[config.mk]
export PLATFORM = sky130hd
export DESIGN_NAME = multicycle_ctrl_unit
export DESIGN_NICKNAME = d
export VERILOG_FILES = /design/src/rtl/ctrl_pkg.sv /design/src/rtl/ctrl_decode_rom.sv /design/src/rtl/multicycle_ctrl_unit.sv
export SDC_FILE = /design/constraint.sdc
export NUM_CORES = 1
export LEC_CHECK = 0
export CORE_ASPECT_RATIO = 1.75
export CORE_MARGIN = 5
export CORE_UTILIZATION = 48
export DETAILED_ROUTE_END_ITERATION = 6
export GPL_TIMING_DRIVEN = 1
export MAX_ROUTING_LAYER = met4
export PLACE_DENSITY = 0.91
export SKIP_LAST_GASP = 1
export SLEW_MARGIN = 20
export SYNTH_ARGS = -nofsm -noshare
export SYNTH_HDL_FRONTEND = slang
export SYNTH_HIERARCHICAL = 1
export SYNTH_SLANG_ARGS = --single-unit
export TNS_END_PERCENT = 30
[constraint.sdc]
create_clock -name clk -period 1.95 [get_ports clk]
set_input_delay 0.39 -clock clk [delete_from_list [all_inputs] [get_ports clk]]
set_output_delay 0.39 -clock clk [all_outputs]
set_load 0.005 [all_outputs]
[src/rtl/ctrl_pkg.sv]
// ctrl_pkg: shared state, opcode/ALU code constants and decode-entry type for the multicycle control unit
package ctrl_pkg;
  typedef enum logic [1:0] {IDLE, DECODE, EXEC, WB} state_t;
  localparam int OPC_OP1 = 1;
  localparam int OPC_OP2 = 2;
  localparam int OPC_OP3 = 3;
  localparam int OPC_OP4 = 4;
  localparam logic [2:0] ALU_NOP = 3'd0;
  localparam logic [2:0] ALU_OP1 = 3'd1;
  localparam logic [2:0] ALU_OP2 = 3'd2;
  localparam logic [2:0] ALU_OP3 = 3'd3;
  localparam logic [2:0] ALU_OP4 = 3'd4;
  typedef struct packed {
    logic       legal;
    logic [2:0] alu_ctrl;
    logic       wr_all;
  } dec_entry_t;
endpackage

[src/rtl/ctrl_decode_rom.sv]
// ctrl_decode_rom: combinational opcode to decode-entry lookup, anything outside the table is illegal
module ctrl_decode_rom
  import ctrl_pkg::*;
#(
  parameter int OPCODE_W = 17
) (
  input  logic [OPCODE_W-1:0] opcode,
  output dec_entry_t          entry
);
  always_comb
    entry = (opcode == OPCODE_W'(OPC_OP1)) ? dec_entry_t'{legal: 1'b1, alu_ctrl: ALU_OP1, wr_all: 1'b1}
          : (opcode == OPCODE_W'(OPC_OP2)) ? dec_entry_t'{legal: 1'b1, alu_ctrl: ALU_OP2, wr_all: 1'b0}
          : (opcode == OPCODE_W'(OPC_OP3)) ? dec_entry_t'{legal: 1'b1, alu_ctrl: ALU_OP3, wr_all: 1'b0}
          : (opcode == OPCODE_W'(OPC_OP4)) ? dec_entry_t'{legal: 1'b1, alu_ctrl: ALU_OP4, wr_all: 1'b0}
          : dec_entry_t'{legal: 1'b0, alu_ctrl: ALU_NOP, wr_all: 1'b0};
endmodule

[src/rtl/multicycle_ctrl_unit.sv]
// multicycle_ctrl_unit: handshake-driven IDLE/DECODE/EXEC/WB controller with ALU timeout and illegal-opcode abort
module multicycle_ctrl_unit
  import ctrl_pkg::*;
#(
  parameter int OPCODE_W     = 17,
  parameter int ALUCTRL_W    = 3,
  parameter int NUM_REGS     = 3,
  parameter int EXEC_TIMEOUT = 16
) (
  input  logic                 clk,
  input  logic                 rst,
  input  logic                 instr_valid,
  output logic                 instr_ready,
  input  logic [OPCODE_W-1:0]  opcode,
  input  logic                 alu_done,
  output logic [ALUCTRL_W-1:0] alu_ctrl,
  output logic                 alu_start,
  output logic [NUM_REGS-1:0]  reg_en,
  output logic                 busy,
  output logic                 done,
  output logic                 err_illegal,
  output logic                 err_timeout
);
  localparam int CW = $clog2(EXEC_TIMEOUT);
  localparam logic [CW-1:0] CNT_MAX = CW'(EXEC_TIMEOUT - 1);
  state_t              state, state_n;
  logic [OPCODE_W-1:0] opc_q;
  logic [CW-1:0]       cnt;
  dec_entry_t          dec;
  logic                act, last;
  ctrl_decode_rom #(.OPCODE_W(OPCODE_W)) u_rom (
    .opcode(opc_q),
    .entry (dec)
  );
  always_ff @(posedge clk) begin
    if (rst) begin
      state <= IDLE;
      opc_q <= '0;
      cnt   <= '0;
    end else begin
      state <= state_n;
      if (state == IDLE && instr_valid) opc_q <= opcode;
      cnt <= (state == EXEC) ? cnt + 1'b1 : '0;
    end
  end
  always_comb begin
    act         = !rst;
    last        = cnt == CNT_MAX;
    state_n     = state == IDLE   ? (instr_valid ? DECODE : IDLE)
                : state == DECODE ? (dec.legal ? EXEC : IDLE)
                : state == EXEC   ? (alu_done ? WB : last ? IDLE : EXEC)
                : IDLE;
    instr_ready = act && state == IDLE;
    busy        = act && state != IDLE;
    alu_ctrl    = busy ? ALUCTRL_W'(dec.alu_ctrl) : '0;
    alu_start   = act && state == EXEC && cnt == '0;
    reg_en      = {NUM_REGS{act && state == WB && dec.wr_all}};
    err_illegal = act && state == DECODE && !dec.legal;
    err_timeout = act && state == EXEC && last && !alu_done;
    done        = err_illegal || err_timeout || (act && state == WB);
  end
endmodule
==> results of run 1 <==
==> worst max-delay path by stage <==
stage,startpoint,to,depth (start not counted)
5_1_grt,opc_q[4],alu_ctrl[0],5
2_1_floorplan,opc_q[9],reg_en[1],6
3_5_place_dp,rst,alu_start,4
6_report,opc_q[4],alu_ctrl[0],5
4_1_cts,opc_q[4],reg_en[0],7
3_3_place_gp,rst,alu_start,4
==> per-stage QoR <==
stage	TNS (ps)	hold slack (ps)	setup slack, ps	util [%]	power [mW]
floorplan	0	430	164	-	0.632
global placement	-4030	458	-441	66.0	0.710
finish	-2480	482	-275	70.4	1.04
detailed placement	-4580	478	-547	66.0	0.719
CTS	-2700	491	-311	69.2	1.03
global route	-3890	511	-419	70.4	1.09
==> layout by cell type, fill, tap and decap left out, drive strengths merged, types with 2 or more instances in the layout <==
cell           count
nand2b            34
dfxtp             23
clkdlybuf4s50     22
buf               18
mux2i             17
nor2              10
nor3b              7
dlygate4sd2        6
inv                4
clkbuf             4
nor4               3
nor4b              3
nand2              2
ha                 2
==> per-layer routing <==
layer	routed length [um]	share of wire (%)
met2	1640	54
met1	1160	39
met3	140	4.6
met5	0	0
met4	72	2.4
==> area by class of cell <==
type	instances	area share, %
repair buffers	46	23.5
clock buffers	4	2.54
inverters	4	0.846
flip-flops and latches	23	26.3
well taps	26	1.83
multi-input cells	95	45.0
==> kinds of logic (layout without fill, tap and decap cells) <==
family	Yosys count	count (layout)	share of synthesized area, %
multiplexers	18	18	14.2
buffers and inverters	15	54	6.77
adder cells (fa/ha/maj)	2	2	1.96
AO/OA/AOI/OAI	3	3	2.06
flip-flops	23	23	36.1
AND/OR/NAND/NOR	70	70	37.5
XOR/XNOR	2	2	1.37
==> state kept, by name, summed over array words and instances, names as in the netlist <==
name / flops
cnt: 4
opc_q: 17
state: 2
==> repair_timing <==
action | in CTS | in global routing
endpoints found under the setup margin | 12 | 12
setup buffers | 2 | 0
endpoints found under the hold margin | 0 | 0
resized for setup | 34 | 6
pin swaps | 8 | 5
==> power breakdown <==
| group | internal, mW | leakage, nW | switching (mW) |
|---|---|---|---|
| Sequential | 0.497 | 0.190 | 0.0269 |
| Combinational | 0.135 | 0.506 | 0.0868 |
| Clock | 0.146 | 0.0228 | 0.148 |
==> insert_results.sql, run 1 <==
INSERT INTO impl_metrics (metric_group, metric, value, unit) VALUES
('outcome', 'run_status', 'finished with violations', ''),
('outcome', 'violations', 'negative setup slack', ''),
('flow_run', 'cap_viol_max_count', '0', ''),
('yosys', 'synthMostInstantiatedCell', 'nand2b_1', ''),
('timing', 'period_needed', '2220', 'ps'),
('drt', 'drt_pre_antenna_iters', '4', ''),
('global_route', 'use_met3', '3.03', '%'),
('global_route', 'met1_usage_grt', '16.9', '%'),
('finish', 'instances_no_fill', '198', ''),
('finish', 'multi_input_area', '798', 'sq um'),
('floorplan', 'placementRows', '24', ''),
('timing', 'rsz0062_at_grt', 'yes', ''),
('setup_path', 'ff2ff_path_depth', '4', ''),
('yosys', 'synth_area_leaders', 'dfxtp_1 (36%), nand2b_1 (17%), mux2i_1 (13%)', ''),
('finish', 'drive_gt1_share', '23.8', '%'),
('yosys', 'synth_area', '1270', 'sq um'),
('yosys', 'synth.avg_cell_area', '9.59', 'sq um'),
('drt', 'drcViolationCount', '0', ''),
('yosys', 'synth.yosys.seq_area_share', '36.1', '%'),
('global_route', 'globalRouteMet2Util', '29.3', '%'),
('timing', 'setup_ws', '-275', 'ps'),
('finish', 'sequential_cell_area', '467', 'sq um'),
('placement', 'placement.cell_area', '1660', 'sq um'),
('setup_path', 'timing_worst_setup_path_type', 'reg2out', ''),
('drt', 'routed_wire_length_per_instance', '15.2', 'um'),
('placement', 'place_inst', '192', ''),
('yosys', 'async_flop_share', '0', '%'),
('yosys', 'postSynthNetCount', '156', ''),
('setup_path', 'critPathRequiredTime', '1560', 'ps'),
('drt', 'final_antenna_net_count', '0', ''),
('setup_path', 'crit_chain', 'nor4_4 -> nand4_4 -> nor3b_1 -> nor3b_2 -> dlygate4sd2_1', ''),
('clock_tree', 'insertion_delay', '260', 'ps'),
('finish', 'fin_nets', '196', ''),
('global_route', 'number_of_global_route_vias_before_repair', '1065', ''),
('clock_tree', 'cts_htree_levels', '1', ''),
('floorplan', 'dieArea', '3830', 'sq um'),
('floorplan', 'dieHeight', '78.2', 'um'),
('finish', 'antenna_cells_inserted', '0', ''),
('timing', 'timing.clock.skew', '1.25', 'ps'),
('drt', 'dr_total_vias', '1044', ''),
('yosys', 'synth_enable_flop_cells', '0', ''),
('worst_hold_path', 'hold_end', 'cnt[0]', ''),
('timing', 'final-setup-viol-count', '12', ''),
('yosys', 'yosysTopAreaCellShare', '36.1', '%'),
('global_route', 'globalRoute.busiestLayer', 'met2', ''),
('worst_hold_path', 'hold_path_class', 'reg2reg', ''),
('floorplan', 'top_level_ports', '33', ''),
('worst_hold_path', 'holdCritStartpoint', 'cnt[0]', ''),
('clock_tree', 'clock_tree.buffer_depth', '2', ''),
('timing', 'actual_slew_at_the_worst_max_slew_pin', '428', 'ps'),
('timing', 'clock.fmax', '0.449', 'GHz'),
('yosys', 'synth_flop_cell', 'dfxtp_1', ''),
('setup_path', 'reg2reg_to', 'opc_q[2]', ''),
('power_and_ir_drop', 'power.static_leakage', '0.719', 'nW'),
('yosys', 'synth_warnings', '6', ''),
('clock_tree', 'hold_buffers', '0', ''),
('setup_path', 'start_kind', 'register', ''),
('setup_path', 'crit_path_max_fanout', '5', ''),
('yosys', 'synthDominantAreaCellType', 'dfxtp_1', ''),
('setup_path', 'crit_slowest_cell', 'dfxtp_2', ''),
('yosys', 'synthCells', '133', ''),
('finish', 'design_area', '1780', 'sq um'),
('global_route', 'global_route.usage.total', '16.3', '%'),
('floorplan', 'core_area', '2520', 'sq um'),
('drt', 'drtIter0Drc', '10', ''),
('yosys', 'ys_seq_elements', '23', ''),
('power_and_ir_drop', 'irDropWorstVdd', '0.406', 'mV'),
('drt', 'routed_wl', '3010', 'um'),
('drt', 'post_detailed_route_via_to_cell_ratio', '5.27', ''),
('global_route', 'largest_net_degree_at_the_start_of_global_routing', '34', ''),
('setup_path', 'critical_path.n_buffers_inverters', '1', '');
Note: power is estimated with default switching activity, not from simulation.
==> run 2: changes to the inputs <==
Settings changed: CTS_CLUSTER_DIAMETER set to 150, HOLD_SLACK_MARGIN set to 0.15.
==> results of run 2 <==
Same layout as run 1: the final DEF is identical, and so are final timing and power.
==> RTL edit 1, RTL diff (settings of run 2) <==
Change the parameter `ALUCTRL_W` from 3 to 6.
--- a/src/rtl/multicycle_ctrl_unit.sv
+++ b/src/rtl/multicycle_ctrl_unit.sv
@@ -3,7 +3,7 @@
   import ctrl_pkg::*;
 #(
   parameter int OPCODE_W     = 17,
-  parameter int ALUCTRL_W    = 3,
+  parameter int ALUCTRL_W    = 6,
   parameter int NUM_REGS     = 3,
   parameter int EXEC_TIMEOUT = 16
 ) (
Interface: changed (resized alu_ctrl); port bits go from 33 to 36. The function was not compared with the original's and may differ.
==> RTL edit 1 against run 2 <==
The flow still finishes with violations (setup timing). Setup slack improved by 9.0 ps. Synthesized area grew 2.1%. Routed wire length grew 2.5%. Sequential cell count unchanged. Non-clock buffer count increased by 6. Via count rose by 3.6%. Total power is 1.8% higher. Design area rose by 3.5%. Critical endpoint is now reg_en[0]. Die area increased by 1.7%.
==> RTL edit 1: results (changes against run 2) <==
synthesis:
  yosys_warnings: 6  # unchanged
  synth_top_area_share_pct: 35.4  # -0.73 points
  ys_seq_area_share_pct: 35.4  # -0.73 points
  synth_area_leaders: "dfxtp_1 (35%), nand2b_1 (16%), mux2i_1 (13%), nor3b_1 (4.0%), buf_4 (3.5%)"
  synthTopCellsByCount: "nand2b_1 (34), dfxtp_1 (23), mux2i_1 (17), nor2_1 (10), nor3b_1 (7)"
  synth.distinct_cells: 33  # +3.1%
  synth_top_cell_by_area: "dfxtp_1"
  synthArstFlopShare_pct: 0  # unchanged
detailed_routing:
  wl_um: 3090  # +2.5%
  drt_iter0_markers: 21  # +11
  num_vias: 1082  # +3.6%
  drt_first_pass_iters: 4  # unchanged
sta:
  finalWorstSetupSlack_ps: -266  # +9.00 ps
  setup_viol: 12  # unchanged
  fin_worst_skew_ps: 2.54  # +1.29 ps
min_path:
  min_path_type: "reg2reg"
  hold_path_depth: 1  # unchanged
finish:
  final_nets: 205  # +4.6%
  n_fill_cell: 198  # -5.3%
  largestRegisters: "opc_q: 17 flops, cnt: 4 flops, state: 2 flops"
  drive_gt1_share_pct: 31.5  # +7.7 points
  antennaDiodeCount: 0  # unchanged
critical_path:
  path_max_fanout: 4  # -1
  ff2ff_path_depth: 5  # +1
  crit_arrival_ps: 1830  # about the same
power:
  leakage_uw: 0.000753  # +4.6%
  ir_drop_mv: 0.453  # +11%
  switching_share_pct: 25.0  # -0.12 points
clocking:
  cts_max_path_buffers: 2  # unchanged
  htreeDepth: 1  # unchanged
  cts.clk_slew.worst_paths_ps: 80  # about the same
  clockRootBuffer: "clkbuf_8"
  cts_buffers: 3  # unchanged
  clock_latency_ps: 260  # about the same
placement:
  pre_cts_ws_ps: -503  # +44.3 ps
  gp_congestion: 0.799  # +2.2%
  placed_cell_area_um2: 1710  # +3.0%
  io_buffers: 32  # unchanged
  place_hpwl_um: 2120  # -4.2%
global_routing:
  antenna_found_initial: 0  # unchanged
  grt_use_total_pct: 17.2  # +0.90 points
  grt_pass1_wl_um: 5220  # +6.9%
  grt_max_degree: 32  # -5.9%
  grt_pass1_vias: 1151  # +8.1%
run_status:
  status: "complete, but fails checks"
  violations: "setup timing"
RTL edit 1: cell types whose count changed after synthesis:
cell and change:
buf_4 +3, conb_1 +1
RTL edit 1: path summary, 6_finish.rpt:
kind	from	to	slack [ps]
min reg2reg	cnt[0]	cnt[0]	480
max reg2reg	opc_q[13]	state[1]	570
max	opc_q[13]	reg_en[0]	-270
min	cnt[0]	cnt[0]	480
RTL edit 1: critical path, stage by stage (launching register included):
cell and delay, ps:
dfxtp_2 340, nor4_4 340, nand4_4 190, buf_6 170
nor4b_2 200, nand2_1 90, nor2_2 110, buf_2 130
RTL edit 1: power by group through the flow:
| stage | logic (µW) | clock network (µW) | registers [µW] |
|---|---|---|---|
| floorplan | 115 | 0 | 522 |
| global placement | 200 | 0 | 523 |
| detailed placement | 207 | 0 | 524 |
| CTS | 252 | 291 | 523 |
| global route | 268 | 317 | 527 |
| finish | 248 | 288 | 523 |
RTL edit 1: logic make-up (layout without fill, tap and decap cells):
kind of cell             after synthesis  after routing  share of synthesized area, %
adder cells (fa/ha/maj)                2              2                          1.92
other                                  1              3                         0.288
AND/OR/NAND/NOR                       70             70                          36.7
buffers and inverters                 18             60                          8.36
AO/OA/AOI/OAI                          3              3                          2.02
XOR/XNOR                               2              2                          1.35
flip-flops                            23             23                          35.4
multiplexers                          18             18                          13.9
RTL edit 1: per-layer routing:
layer	up-vias	global-route usage (%)	routed length, µm	share of wire (%)
li1	536	-	-	-
met1	514	16.9	1150	37
met2	24	32.7	1770	57
met3	8	2.06	99	3.2
met4	0	7.55	71	2.3
met5	-	-	0	0
RTL edit 1: timing repair:
action / in CTS / in global routing
buffers inserted: 4 / 0
gates resized for setup: 56 / 4
cloned: 0 / 0
pin swaps: 9 / 7
endpoints found under the setup margin: 12 / 12
RTL edit 1: cell type report:
type / instances / area, µm² / share of cell area [%]
flip-flops and latches: 23 / 472 / 25.7
clock buffers: 4 / 45.0 / 2.45
well taps: 27 / 33.8 / 1.84
repair buffers: 52 / 455 / 24.8
inverters: 4 / 15.0 / 0.817
multi-input cells: 98 / 816 / 44.4
RTL edit 1: per-stage QoR:
step	TNS [ps]	hold slack, ps	std cells	power, µW
floorplan	0	430	139	637
global placement	-3960	450	201	722
detailed placement	-4250	460	201	731
CTS	-2720	484	209	1070
global route	-3320	495	208	1110
finish	-2300	484	208	1060
==> RTL edit 2, RTL diff (config.mk and constraints of run 2) <==
Without the edit above. Put a register stage on the output `err_illegal`, cleared by the reset. The value now appears one clock later. The other outputs are not delayed to match.
--- a/src/rtl/multicycle_ctrl_unit.sv
+++ b/src/rtl/multicycle_ctrl_unit.sv
@@ -23,6 +23,8 @@
 );
   localparam int CW = $clog2(EXEC_TIMEOUT);
   localparam logic [CW-1:0] CNT_MAX = CW'(EXEC_TIMEOUT - 1);
+
+  logic err_illegal_d;
   state_t              state, state_n;
   logic [OPCODE_W-1:0] opc_q;
   logic [CW-1:0]       cnt;
@@ -55,8 +57,16 @@
     alu_ctrl    = busy ? ALUCTRL_W'(dec.alu_ctrl) : '0;
     alu_start   = act && state == EXEC && cnt == '0;
     reg_en      = {NUM_REGS{act && state == WB && dec.wr_all}};
-    err_illegal = act && state == DECODE && !dec.legal;
+    err_illegal_d = act && state == DECODE && !dec.legal;
     err_timeout = act && state == EXEC && last && !alu_done;
-    done        = err_illegal || err_timeout || (act && state == WB);
+    done        = err_illegal_d || err_timeout || (act && state == WB);
   end
+  always_ff @(posedge clk) begin
+    if (rst) begin
+      err_illegal <= '0;
+    end else begin
+      err_illegal <= err_illegal_d;
+    end
+  end
+
 endmodule
Formal check against the unedited RTL: not equivalent (Yosys sat finds a counterexample within 4 cycles, from zero or initial values and one cycle with rst high).
==> RTL edit 2 against run 2 <==
Synthesized area is 1.6% higher. Setup slack got worse by 13 ps. The run still ends with setup timing left. Sequential cell count increased by 1. Design area increased by 6.2%. Combinational power up 16%. Non-clock buffer count increased by 7. Final cell count increased by 4.5%. Total power is 10% higher. Fmax decreased by 0.60%. Register-to-register slack worse by 200 ps. Die area up 1.3%. Sequential power is 4.6% higher. Routed wire length rose by 18%. Largest power group unchanged. Critical endpoint is now err_timeout.
==> RTL edit 2: results (changes against run 2) <==
critical_path:
  crit_arrival_ps: 1850  # +20 ps
  crit_path_end: "err_timeout"
  r2r-start: "opc_q[4]"
  crit_path_top_delay_cell: "clkdlybuf4s50_1"
  crit_path_max_incr_delay_ps: 520  # +180 ps
  startpoint: "rst"
  timing.rr.end: "err_illegal"
  ff2ff_path_depth: 7  # +3
  path_max_fanout: 3  # -2
  path_delay_family: "buffers and inverters"
  criticalPathCategory: "in2out"
  r2r_setup_slack_ps: 450  # -200 ps
synthesis:
  synthArstFlopShare_pct: 0  # unchanged
  synth_top_area_share_pct: 37.1  # +0.99 points
  ys_seq_area_share_pct: 37.1  # +0.99 points
  synth_area_leaders: "dfxtp_1 (37%), nand2b_1 (16%), mux2i_1 (13%), nor3b_1 (4.1%), nor2_1 (2.9%)"
  yosys_warnings: 6  # unchanged
  syn-num-nets: 157  # +0.64%
  synthTopCellsByCount: "nand2b_1 (34), dfxtp_1 (24), mux2i_1 (17), nor2_1 (10), nor3b_1 (7)"
  synth.distinct_cells: 32  # unchanged
clocking:
  clockRootBuffer: "clkbuf_8"
  cts_max_path_buffers: 2  # unchanged
  cts_buffers: 3  # unchanged
  cts.clk_slew.worst_paths_ps: 80  # about the same
  clock_latency_ps: 270
  cts_hold_buf: 0  # unchanged
  htreeDepth: 1  # unchanged
detailed_routing:
  drt_iter0_markers: 25  # +15
  drt_first_pass_iters: 4  # unchanged
  wl_per_cell_um: 17.2  # +13%
  num_vias: 1129  # +8.1%
placement:
  gp_congestion: 0.777  # -0.58%
  io_buffers: 32  # unchanged
  pre_cts_ws_ps: -468  # +79.0 ps
  placed_cell_area_um2: 1700  # +1.9%
  place_hpwl_um: 2280  # +3.3%
sta:
  setup_viol: 11  # -1
  fin_worst_skew_ps: 4.92  # +3.67 ps
  relSlewSlack_pct: 63.9  # -7.4 points
  finalWorstSetupSlack_ps: -288  # -13.4 ps
finish:
  drive_gt1_share_pct: 35.0  # +11 points
  final_nets: 204  # +4.1%
  largestRegisters: "opc_q: 17 flops, cnt: 4 flops, state: 2 flops"
  antennaDiodeCount: 0  # unchanged
  n_fill_cell: 182  # -13%
global_routing:
  grt_use_total_pct: 19.8  # +3.5 points
  antenna_found_initial: 0  # unchanged
  grt_pass1_wl_um: 5890  # +21%
  grt_max_degree: 23  # -32%
  grt_pass1_vias: 1203  # +13%
run_status:
  violations: "setup timing"
  status: "complete, but fails checks"
power:
  ir_drop_mv: 0.369  # -9.2%
  leakage_uw: 0.000769  # +6.9%
min_path:
  holdCritStartpoint: "opc_q[15]"
  min_path_type: "reg2reg"
-- RTL edit 2: cell count changes after synthesis, sizes merged --
| cell | run 2 | this run |
|---|---|---|
| dfxtp | 23 | 24 |
-- RTL edit 2: where the power goes --
group	switching [µW]	internal, µW	total [µW]	leakage (µW)
Sequential	27.3	521	548	0.000202
Clock	162	180	343	0.0000288
Combinational	101	156	257	0.000539
-- RTL edit 2: worst min-delay path by stage --
stage | end | slack (ps) | cells past startpoint
global route | opc_q[15] | 520 | 2
global placement | cnt[0] | 440 | 1
CTS | opc_q[8] | 500 | 2
finish | opc_q[15] | 500 | 2
floorplan | cnt[0] | 430 | 1
detailed placement | opc_q[8] | 470 | 2
-- RTL edit 2: worst register-to-register path: cells and delay by family, from the launching register on --
| kind | cells | cell delay [ps] |
|---|---|---|
| buffers and inverters | 3 | 330 |
| DFF | 1 | 340 |
| and+or+nand+nor | 4 | 730 |
-- RTL edit 2: kinds of logic after synthesis --
family                     count (synthesis)  share of synthesized area, %
and+or+nand+nor                           70                          36.9
DFF                                       24                          37.1
buffers and inverters                     15                          6.67
AOI/OAI and AO/OA                          3                          2.03
muxes                                     18                          14.0
xor gates and xnor gates                   2                          1.35
adders and majority gates                  2                          1.93
-- RTL edit 2: stage by stage --
| step | setup TNS [ps] | hold slack, ps | cells |
|---|---|---|---|
| 5_1_grt | -3180 | 522 | 207 |
| 4_1_cts | -2260 | 498 | 206 |
| 6_report | -2400 | 496 | 207 |
| 2_1_floorplan | 0 | 430 | 134 |
| 3_5_place_dp | -4300 | 474 | 197 |
| 3_3_place_gp | -3800 | 444 | 197 |
-- RTL edit 2: repair_timing --
item / in CTS / in global routing
buffers inserted: 5 / 1
pin swaps: 11 / 4
endpoints found under the setup margin: 11 / 11
gates resized for setup: 59 / 2
-- RTL edit 2: per-layer routing --
| metal | part of all wire [%] | vias to the layer above | global-route usage, % |
|---|---|---|---|
| li1 | - | 539 | - |
| met1 | 36 | 529 | 20.1 |
| met2 | 54 | 38 | 34.8 |
| met3 | 3.7 | 23 | 2.81 |
| met4 | 6.3 | 0 | 12.4 |
| met5 | 0 | - | - |
-- RTL edit 2: cell type report --
class                   instances  area [µm²]  share of cell area [%]
clock buffers                   4        55.1                    2.92
multi-input cells              95         822                    43.6
repair buffers                 53         463                    24.6
inverters                       4        15.0                   0.796
well taps                      27        33.8                    1.79
flip-flops and latches         24         497                    26.3
